## config.mk

```make
export PLATFORM = sky130hd
export DESIGN_NAME = line_scheduler
export DESIGN_NICKNAME = d
export VERILOG_FILES = /design/src/rtl/line_scheduler.sv
export SDC_FILE = /design/constraint.sdc
export NUM_CORES = 1
export LEC_CHECK = 0
export ABC_CLOCK_PERIOD_IN_PS = 3900
export CORE_UTILIZATION = 47
export CTS_CLUSTER_DIAMETER = 150
export CTS_CLUSTER_SIZE = 12
export DETAILED_ROUTE_END_ITERATION = 8
export GPL_TIMING_DRIVEN = 0
export PLACE_DENSITY = 0.81
export SLEW_MARGIN = 20
export SYNTH_ARGS = -nofsm -noshare
export SYNTH_HDL_FRONTEND = slang
export SYNTH_SLANG_ARGS = --single-unit
```

## constraint.sdc

```tcl
create_clock -name clk -period 3.9 [get_ports clk]
set_input_delay 0.39 -clock clk [delete_from_list [all_inputs] [get_ports clk]]
set_output_delay 0.39 -clock clk [all_outputs]
set_load 0.01 [all_outputs]
```

## src/rtl/line_scheduler.sv

```systemverilog
// Line scheduler: fetches each line of a job from source memory, runs it through an
// external engine under a per-line watchdog and stores the result to destination memory.
module line_scheduler #(
    parameter int unsigned NLINES  = 64,
    parameter int unsigned TIMEOUT = 1024,
    localparam int unsigned AW = (NLINES > 1) ? $clog2(NLINES) : 1,
    localparam int unsigned CW = $clog2(NLINES + 1)
) (
    input  logic          clk,
    input  logic          rst,
    input  logic          go_i,
    input  logic [CW-1:0] num_lines_i,
    output logic          src_rd_o,
    output logic [AW-1:0] src_addr_o,
    input  logic [24:0]   src_data_i,
    output logic          eng_start_o,
    output logic [24:0]   eng_line_o,
    input  logic          eng_done_i,
    input  logic [24:0]   eng_result_i,
    output logic          dst_we_o,
    output logic [AW-1:0] dst_addr_o,
    output logic [24:0]   dst_data_o,
    output logic          busy_o,
    output logic          finish_o,
    output logic [CW-1:0] line_count_o,
    output logic          timeout_err_o
);

    localparam int unsigned WW = (TIMEOUT > 1) ? $clog2(TIMEOUT) : 1;
    localparam logic [WW-1:0] WdLast = WW'(TIMEOUT - 1);
    localparam logic [CW-1:0] MaxLines = CW'(NLINES);
    localparam logic [24:0] TimeoutWord = 25'h1FFFFFF;

    typedef enum logic [2:0] {
        StIdle, StFetch, StWaitData, StLaunch, StRun, StStore, StNext, StDone
    } state_e;

    state_e        state_q;
    logic [AW-1:0] idx_q;
    logic [CW-1:0] total_q;
    logic [WW-1:0] wdog_q;
    logic [CW-1:0] line_count_q;
    logic          timeout_err_q;
    logic          src_rd_q, eng_start_q, dst_we_q, finish_q;
    logic [AW-1:0] src_addr_q, dst_addr_q;
    logic [24:0]   eng_line_q, dst_data_q;

    logic [CW-1:0] num_clamped;
    logic [CW-1:0] idx_plus1;

    always_comb begin
        num_clamped = (num_lines_i > MaxLines) ? MaxLines : num_lines_i;
        idx_plus1   = CW'(idx_q) + CW'(1);
    end

    always_ff @(posedge clk or posedge rst) begin
        if (rst) begin
            state_q       <= StIdle;
            idx_q         <= '0;
            total_q       <= '0;
            wdog_q        <= '0;
            line_count_q  <= '0;
            timeout_err_q <= 1'b0;
            src_rd_q      <= 1'b0;
            eng_start_q   <= 1'b0;
            dst_we_q      <= 1'b0;
            finish_q      <= 1'b0;
            src_addr_q    <= '0;
            dst_addr_q    <= '0;
            eng_line_q    <= '0;
            dst_data_q    <= '0;
        end else begin
            // Strobes are registered and default low, so each is a clean one-cycle pulse.
            src_rd_q    <= 1'b0;
            eng_start_q <= 1'b0;
            dst_we_q    <= 1'b0;
            finish_q    <= 1'b0;
            unique case (state_q)
                StIdle: begin
                    if (go_i) begin
                        idx_q         <= '0;
                        line_count_q  <= '0;
                        timeout_err_q <= 1'b0;
                        total_q       <= num_clamped;
                        if (num_clamped == '0) begin
                            state_q <= StDone;
                        end else begin
                            src_rd_q   <= 1'b1;
                            src_addr_q <= '0;
                            state_q    <= StFetch;
                        end
                    end
                end
                StFetch: state_q <= StWaitData;
                StWaitData: begin
                    eng_line_q  <= src_data_i;
                    eng_start_q <= 1'b1;
                    state_q     <= StLaunch;
                end
                StLaunch: begin
                    wdog_q  <= '0;
                    state_q <= StRun;
                end
                StRun: begin
                    // A completion in the final watchdog cycle still counts as success.
                    if (eng_done_i) begin
                        dst_data_q <= eng_result_i;
                        dst_addr_q <= idx_q;
                        dst_we_q   <= 1'b1;
                        state_q    <= StStore;
                    end else if (wdog_q == WdLast) begin
                        dst_data_q    <= TimeoutWord;
                        dst_addr_q    <= idx_q;
                        dst_we_q      <= 1'b1;
                        timeout_err_q <= 1'b1;
                        state_q       <= StStore;
                    end else begin
                        wdog_q <= wdog_q + WW'(1);
                    end
                end
                StStore: begin
                    line_count_q <= line_count_q + CW'(1);
                    state_q      <= StNext;
                end
                StNext: begin
                    if (idx_plus1 == total_q) begin
                        state_q <= StDone;
                    end else begin
                        idx_q      <= idx_q + AW'(1);
                        src_addr_q <= idx_q + AW'(1);
                        src_rd_q   <= 1'b1;
                        state_q    <= StFetch;
                    end
                end
                StDone: begin
                    finish_q <= 1'b1;
                    state_q  <= StIdle;
                end
                default: state_q <= StIdle;
            endcase
        end
    end

    assign busy_o        = (state_q != StIdle);
    assign src_rd_o      = src_rd_q;
    assign src_addr_o    = src_addr_q;
    assign eng_start_o   = eng_start_q;
    assign eng_line_o    = eng_line_q;
    assign dst_we_o      = dst_we_q;
    assign dst_addr_o    = dst_addr_q;
    assign dst_data_o    = dst_data_q;
    assign finish_o      = finish_q;
    assign line_count_o  = line_count_q;
    assign timeout_err_o = timeout_err_q;

endmodule

```

==> results.ini <==
[placed_design]
place_area_sq_um = 5890
dp_slack_ns = 1.37
routabilityCongestion = 0.863
hpwl_mm = 7.98
portBuffers = 135

[logic_synthesis]
synth_largest_area_cell = dfrtp_1
avgSynthCellArea_sq_um = 10.5
ys_ff_latch = 100
synthCells = 417
yosys_warnings = 0
synth_top_area_share_pct = 57.3
synth_area_leaders = dfrtp_1 (57%), mux2_2 (8.0%), nor2_1 (6.7%)
synth_area_sq_um = 4370
syn_nets = 481
ys_seq_area_share_pct = 57.3
synth_cell_types = 40

[cells_and_area]
drive_gt1_share_pct = 10.7
num-nets-final = 628
fill_cells = 678
final_core_utilization_pct = 68.7
antennaDiodeCount = 0
final_area_sq_um = 6080
area_growth_pct = 39.2

[timing]
drv_slew = 0
relSlewSlack_pct = 49.1
period_minus_slack_ns = 2.61
hold_violations = 0
rsz0062_at_grt = false
max_freq_mhz = 383
hold_ws_ns = 0.336
finalSetupViolCount = 0
tightestPinTransition_ns = 0.760
fin_tns_setup_ns = 0
worst_clock_skew_ns = 0.00824
period_share_pct = 66.9
fin_ws_ns = 1.29

[run_status]
violations = design-rule violations
status = complete, but fails checks

[grt]
grt_first_pass_wirelength_mm = 17.7
antenna_found_initial = 0
overflow = 0
grt_pass1_vias = 3488
grt_max_degree = 79
track_usage_pct = 23.3

[drt]
drc = 18
vias_per_cell = 5.24
drt_iter0_markers = 145
wl_mm = 10.6
drtPass1Iterations = 6
antenna_left = 0
num_vias = 3547
wl_per_cell_um = 15.6

[clock_tree]
clock_sinks = 100
cts_tree = yes
postCtsSetupBuffers = 0
ctsResizeCount = 0
worstSkewPairLatency_ns = 0.37
ctsLongestPathBuffers = 2
cts-root-buf = clkbuf_8
path_clk_slew_ns = 0.10
cts_inserted_buffers = 9
cts_hold_buffers = 0
htreeDepth = 3

[worst_setup_path]
crit_required_ns = 4.15
critPathMaxFanout = 10
crit_type = flip-flop to flip-flop
startpoint_type = flip-flop
crit_path_top_delay_cell = or4_4
crit_buf_inv = 1
worstPathArrival_ns = 2.86
crit_chain = ha_1 > xnor2_2 > xnor2_1 > or4_4 > o31ai_2 > buf_2 > o21ai_0
cp-end-kind = flip-flop
slowest_delay_ns = 0.55
critPathTopFamily = simple AND/OR/NAND/NOR gates

[die]
die-area_sq_um = 9680
initial_core_util_pct = 49.4
rows = 34
core_sq_um = 8850
io_pins = 136
die_h_um = 98.4
die_x_um = 98.4

[run]
maxCapViolCount = 0

[power_and_ir_drop]
p_per_area_nw_per_um2 = 686
vdd_ir_drop_max_mv = 0.312
p_leak_nw = 2.58

[min_path]
hold_path_class = input pin to async pin

[cells by family after synthesis]
family / count (synthesis) / share of synthesized area (%)
mux: 33 / 8.45
simple gates: 165 / 17.1
buf+inv: 27 / 2.72
xor+xnor: 19 / 4.33
fa+ha+maj: 3 / 0.859
flops: 100 / 57.3
compound gates: 70 / 9.28
[where the power goes]
part	leakage (nW)	switching (mW)	internal [mW]
clock network	0.0969	0.367	0.275
logic	1.25	0.836	1.04
registers	1.24	0.235	1.42
[sequential cells by signal, summed over array words and instances (netlist names), 3 cells and up]
signal,cells
src_addr_o,6
dst_addr_o,6
idx_q,6
eng_line_o,25
total_q,7
state_q,3
wdog_q,10
line_count_o,7
dst_data_o,25
[synthesized netlist by cell type, drive strengths merged]
cell,count
nand3,18
xnor2,12
nand4,5
o2bb2ai,4
dfrtp,100
nand2b,8
or2,1
o22ai,1
inv,6
mux2i,2
and2,3
o31a,1
nor3,3
clkbuf,15
ha,3
and3,3
nor2b,4
or4,3
nor2,78
nand2,32
or3,4
a22o,1
buf,6
o21ai,28
nor4b,1
xor2,6
xor3,1
nor4,2
mux2,31
a21oi,30
a21o,2
o31ai,1
a31oi,2
[stage by stage]
stage	total power, mW	cells
after floorplan	2.61	417
after global placement	3.48	660
after detailed placement	3.56	661
after CTS	4.21	677
after global routing	4.46	677
final	4.17	677
[area by class of cell]
class | instances | area, sq um | share of cell area [%]
inverter | 6 | 27.5 | 0.453
clock buffer | 11 | 151 | 2.49
timing repair buffer | 136 | 1380 | 22.7
multi-input combinational | 290 | 1750 | 28.7
clock inverter | 5 | 42.5 | 0.700
tap | 108 | 135 | 2.22
buffer | 21 | 96.3 | 1.58
sequential | 100 | 2500 | 41.2
[metal layers]
metal | global-route usage, % | wire length, um | up-vias
li1 | - | - | 1707
met1 | 30.4 | 4370 | 1715
met2 | 38.9 | 5240 | 113
met3 | 6.08 | 828 | 12
met4 | 5.97 | 114 | 0
met5 | 0 | 0 | -
[cell usage in the layout, fill, tap and decap left out, types with 6 or more instances in the layout]
| master | synthesis | routed |
|---|---|---|
| nor2_1 | 78 | 78 |
| nand3_1 | 18 | 18 |
| nand2b_1 | 8 | 8 |
| xor2_1 | 6 | 6 |
| clkbuf_8 | 0 | 11 |
| mux2_2 | 31 | 31 |
| xnor2_1 | 11 | 11 |
| clkdlybuf4s50_1 | 0 | 135 |
| nand2_1 | 32 | 32 |
| a21oi_1 | 29 | 29 |
| clkbuf_1 | 15 | 15 |
| dfrtp_1 | 100 | 100 |
| o21ai_0 | 28 | 28 |
[path summary, 6_finish.rpt]
path                                 start         endpoint  slack (ns)  cells after the start
min reg2reg                line_count_o[6]  line_count_o[6]        0.49                      1
min                                    rst   dst_data_o[16]        0.34                      2
max                               idx_q[0]    src_addr_o[3]        1.29                      7
max in group asynchronous              rst       total_q[4]        2.94                      3
min in group clk           line_count_o[6]  line_count_o[6]        0.49                      1
max reg2reg                       idx_q[0]    src_addr_o[3]        1.29                      7
No activity file was read; power rests on OpenSTA's default activity.
